$ cat src/rtl/fetch_unit.sv
// Instruction fetch unit: FETCH/EXEC/ERROR FSM that requests a word, holds it for downstream
// and computes the next PC (sequential, taken branch, jump). A missing ack latches a terminal fault.
module fetch_unit #(
  parameter logic [31:0] RESET_PC = 32'h0000_0000,
  parameter int          TIMEOUT  = 15
) (
  input  logic        clk,
  input  logic        reset,
  output logic        imem_req,
  output logic [31:0] imem_addr,
  input  logic        imem_ack,
  input  logic [31:0] imem_rdata,
  output logic [31:0] instr,
  output logic [5:0]  opcode,
  output logic [31:0] pc_out,
  output logic        instr_valid,
  input  logic        advance,
  input  logic        branch,
  input  logic        zero,
  input  logic        jump,
  input  logic [31:0] branch_imm,
  input  logic [25:0] jump_target,
  output logic        fault,
  output logic [15:0] retired
);

  localparam int CW = (TIMEOUT < 2) ? 1 : $clog2(TIMEOUT);
  localparam logic [CW-1:0] WAIT_LAST = CW'(TIMEOUT - 1);

  typedef enum logic [1:0] {
    S_FETCH = 2'd0,
    S_EXEC  = 2'd1,
    S_ERROR = 2'd2
  } state_t;

  state_t        state_q, state_d;
  logic [31:0]   pc_q, pc_d;
  logic [31:0]   instr_q, instr_d;
  logic [31:0]   pc_out_q, pc_out_d;
  logic          valid_q, valid_d;
  logic          fault_q, fault_d;
  logic [15:0]   retired_q, retired_d;
  logic [CW-1:0] wait_q, wait_d;

  logic [31:0]   pc4;
  logic [31:0]   next_pc;

  // Next PC is relative to the latched instruction; jump beats branch.
  always_comb begin
    pc4     = pc_out_q + 32'd4;
    next_pc = pc4;
    if (jump) begin
      next_pc = {pc4[31:28], jump_target, 2'b00};
    end else if (branch && zero) begin
      next_pc = pc4 + (branch_imm << 2);
    end
  end

  always_comb begin
    state_d   = state_q;
    pc_d      = pc_q;
    instr_d   = instr_q;
    pc_out_d  = pc_out_q;
    valid_d   = valid_q;
    fault_d   = fault_q;
    retired_d = retired_q;
    wait_d    = wait_q;
    case (state_q)
      S_FETCH: begin
        // An ack on the last allowed cycle still counts as a normal fetch.
        if (imem_ack) begin
          instr_d  = imem_rdata;
          pc_out_d = pc_q;
          wait_d   = '0;
          valid_d  = 1'b1;
          state_d  = S_EXEC;
        end else if (wait_q == WAIT_LAST) begin
          fault_d  = 1'b1;
          valid_d  = 1'b0;
          state_d  = S_ERROR;
        end else begin
          wait_d   = wait_q + CW'(1);
        end
      end
      S_EXEC: begin
        if (advance) begin
          pc_d      = next_pc;
          valid_d   = 1'b0;
          retired_d = retired_q + 16'd1;
          state_d   = S_FETCH;
        end
      end
      S_ERROR: begin
        valid_d = 1'b0;
        fault_d = 1'b1;
      end
      default: begin
        state_d = S_FETCH;
      end
    endcase
  end

  always_ff @(posedge clk) begin
    if (reset) begin
      state_q   <= S_FETCH;
      pc_q      <= RESET_PC;
      instr_q   <= '0;
      pc_out_q  <= '0;
      valid_q   <= 1'b0;
      fault_q   <= 1'b0;
      retired_q <= '0;
      wait_q    <= '0;
    end else begin
      state_q   <= state_d;
      pc_q      <= pc_d;
      instr_q   <= instr_d;
      pc_out_q  <= pc_out_d;
      valid_q   <= valid_d;
      fault_q   <= fault_d;
      retired_q <= retired_d;
      wait_q    <= wait_d;
    end
  end

  assign imem_req    = (state_q == S_FETCH);
  assign imem_addr   = pc_q;
  assign instr       = instr_q;
  assign opcode      = instr_q[31:26];
  assign pc_out      = pc_out_q;
  assign instr_valid = valid_q;
  assign fault       = fault_q;
  assign retired     = retired_q;

endmodule

$ cat config.mk
export PLATFORM = sky130hd
export DESIGN_NAME = fetch_unit
export DESIGN_NICKNAME = d
export VERILOG_FILES = /design/src/rtl/fetch_unit.sv
export SDC_FILE = /design/constraint.sdc
export NUM_CORES = 1
export LEC_CHECK = 0
export ABC_AREA = 1
export BUFFER_PORTS_ARGS = -buffer_cell sky130_fd_sc_hd__buf_2
export CAP_MARGIN = 0
export CELL_PAD_IN_SITES_DETAIL_PLACEMENT = 1
export CELL_PAD_IN_SITES_GLOBAL_PLACEMENT = 1
export CORE_MARGIN = 5
export CORE_UTILIZATION = 39
export DETAILED_ROUTE_END_ITERATION = 16
export PLACE_DENSITY_LB_ADDON = 0.1
export SETUP_SLACK_MARGIN = 0.2
export SYNTH_ARGS = -nofsm -noshare
export SYNTH_HDL_FRONTEND = slang
export SYNTH_SLANG_ARGS = --single-unit
$ cat constraint.sdc
create_clock -name clk -period 3.8 [get_ports clk]
set_input_delay 1.14 -clock clk [delete_from_list [all_inputs] [get_ports clk]]
set_output_delay 1.14 -clock clk [all_outputs]
set_load 0.005 [all_outputs]
==> impl_results.md <==
* Worst Setup Start Kind: register
* Worst Max-Slew Pin Slew at 0.746 ns
* Final setup skew at 0.0102 ns
* Final setup vio count at 0
* Initial core utilization at 39.7%
* Leak Pwr at 5.24 nW
* Initial DRC count at 493
* Vias in the first global route at 9201
* Core Util, Final at 49.4%
* Total gr overflow at 0
* Power Density at 508 nW/µm²
* Gpl congestion at 0.894
* Class of the worst hold path: reg -> reg
* Ant. Diodes at 0
* Critical Path Most Common Cell: nand2_1
* Core footprint at 20200 µm²
* Residual DRC count at 0
* CTS clk-pin slew, worst paths at 0.06 ns
* Global-route wire length before repair at 49.5 mm
* Worst-path cell with the longest stage delay: dfxtp_1
* Initial antenna violation count at 0
* Row count at 52
* #FFs+latches synth at 120
* Commonest cells after routing, fill and taps aside: nand2_1 (287), buf_2 (215), nor2_1 (205)
* Share of layout cells above drive strength 1 at 20.7%
* Critical Path, Cell by Cell: inv_1 > nor3_1 > nand3_2 > nor2_1 > xor2_1 > inv_1 > ha_1 > nand2_1 > nor2_1 > nand2_1 > nor2_1 > nand2_1 > nand4_1 > nand3_1 > nand2_1 > a21oi_1
* Global-route usage over all layers at 26.3%
* CTS tree: yes
* Worst-case clock buffer depth at 2
* IO Pins at 218
* Register area share after synthesis at 29.9%
* Crit-path max cell delay at 0.40 ns
* CP arrival at 3.65 ns
* Die height at 154 µm
* Crit path max fanout at 5
* Total of max-cap violations at 0
* Post-DP HPWL at 24.4 mm
* # H-tree levels at 4
* RSZ-0062 raised after global routing: no
* Clock root buffer: clkbuf_16
* Worst relative slew slack at 50.3%
* Status: completed
* Die area at 23600 µm²
* Vias per inst at 5.13
* Mapped cell area at 8040 µm²
* Largest net degree at the start of global routing at 80
* WL/cell at 17.8 µm
* Postcts setup bufs at 0
* Mean cell area of the mapped netlist at 6.26 µm²
* Detail Route Antenna Nets at 0
* Period minus WS final at 3.37 ns
* Final Total Pwr at 5.08 mW
* Via count at 9073
* Fin crit share at 88.6%
* NumNets Final at 1625
* Chip width at 154 µm
* Post-synthesis cell count at 1284
* Library cells used by synthesis at 42
* Fmax at 0.297 GHz
* Sink Count at 120
* CTS buffer count at 17
* Maximum vdd drop at 0.000364 V
* Yosys warning count at 0
* Drt first pass iters at 5
* Final hold vios at 0
* Slew Viols, Final at 0
* Clk_lat worst skew at 0.42 ns
* Setup Crit Path Kind: reg -> reg
* Most common cell after layout, fill and taps aside: nand2_1
* Worst Path Required at 4.09 ns
* IO buf count at 215
* Worst setup EP type: register
* Setup TNS Final at 0 ns
* Drt total wl at 31.5 mm
* Net count after synthesis at 1425
* Area delta synth->final at 24.5%
state kept, by name, indices dropped and copies added, names as in the netlist:
signal and cells:
instr 32, wait_q 4, instr_valid 1, fault 1, pc_out 32, state_q 2
imem_addr 32, retired 16
metal layers:
| metal | wire length, µm | track usage, % | vias up |
|---|---|---|---|
| met3 | 1920 | 6.10 | 43 |
| met1 | 14000 | 34.1 | 4289 |
| met2 | 14700 | 43.5 | 244 |
| li1 | - | - | 4497 |
| met5 | 0 | 0 | - |
| met4 | 811 | 7.95 | 0 |
worst max-delay path, delay by kind of cell (launching register included):
family,cells,cell delay (ns)
buf+inv,2,0.22
xor+xnor,1,0.39
compound gates,1,0.06
simple gates,11,1.79
fa+ha+maj,1,0.37
flops,1,0.40
power breakdown:
part	total [mW]	switching, mW	leakage, nW	internal [mW]
sequential	1.62	0.179	0.984	1.44
combinational	1.68	1.09	3.95	0.591
clock	1.77	0.634	0.306	1.14
total	5.08	1.91	5.24	3.17
logic make-up (layout without fill, tap and decap cells):
group / after synthesis / count (layout) / synth area share, %
compound gates: 248 / 248 / 16.4
xor+xnor: 25 / 25 / 2.82
fa+ha+maj: 44 / 44 / 6.94
buf+inv: 216 / 429 / 10.4
flops: 120 / 120 / 29.9
simple gates: 631 / 631 / 33.4
worst paths after layout:
path | startpoint | endpoint | slack (ns) | cells after the start
max | pc_out[5]$_SDFFE_PP0P_ | imem_addr[24]$_SDFFE_PP0P_ | 0.43 | 16
max reg2reg | pc_out[5]$_SDFFE_PP0P_ | imem_addr[24]$_SDFFE_PP0P_ | 0.43 | 16
min reg2reg | fault$_SDFFE_PP0P_ | fault$_SDFFE_PP0P_ | 0.46 | 2
min | fault$_SDFFE_PP0P_ | fault$_SDFFE_PP0P_ | 0.46 | 2
cell usage after synthesis, drive strengths merged:
cell	instances	share of area (%)
or2	5	0.39
clkinv	1	0.047
o211ai	6	0.56
buf	9	0.78
a211oi	1	0.093
nor3	14	1.0
nand3	71	4.5
nand2	298	14
o21a	5	0.47
nor3b	1	0.093
inv	168	7.8
a21o	5	0.47
ha	43	6.7
nand4	15	1.2
o21ai	118	7.4
nor2	220	11
fa	1	0.25
a21oi	105	6.7
o21bai	6	0.56
xor2	20	2.3
xnor2	5	0.54
and2	4	0.33
dfxtp	120	30
clkbuf	38	1.8
o221ai	2	0.22
nand3b	3	0.28
repair_timing:
| action | 4_1_cts | 5_1_grt |
|---|---|---|
| endpoints found under the setup margin | 0 | 10 |
| hold buffers | 0 | 0 |
| resized for setup | 0 | 4 |
layout make-up:
class / instances / area [µm²]
fill: 2822 / 10200
multi-input combinational: 948 / 4810
sequential: 120 / 2400
timing repair buffer: 228 / 1170
inverter: 169 / 634
clock buffer: 19 / 453
tap: 270 / 338
clock inverter: 13 / 191
metrics by stage:
| stage | std cells | setup WS, ns | hold WS (ns) | area [µm²] |
|---|---|---|---|---|
| 6_report | 1767 | 0.431 | 0.463 | 10000 |
| 5_1_grt | 1767 | 0.206 | 0.478 | 10000 |
| 4_1_cts | 1767 | 0.297 | 0.463 | 9990 |
| 3_5_place_dp | 1735 | 0.332 | 0.453 | 9340 |
| 3_3_place_gp | 1735 | 0.424 | 0.443 | 9340 |
| 2_1_floorplan | 1284 | 1.07 | 0.447 | 8040 |
No activity file was read; power rests on OpenSTA's default activity.
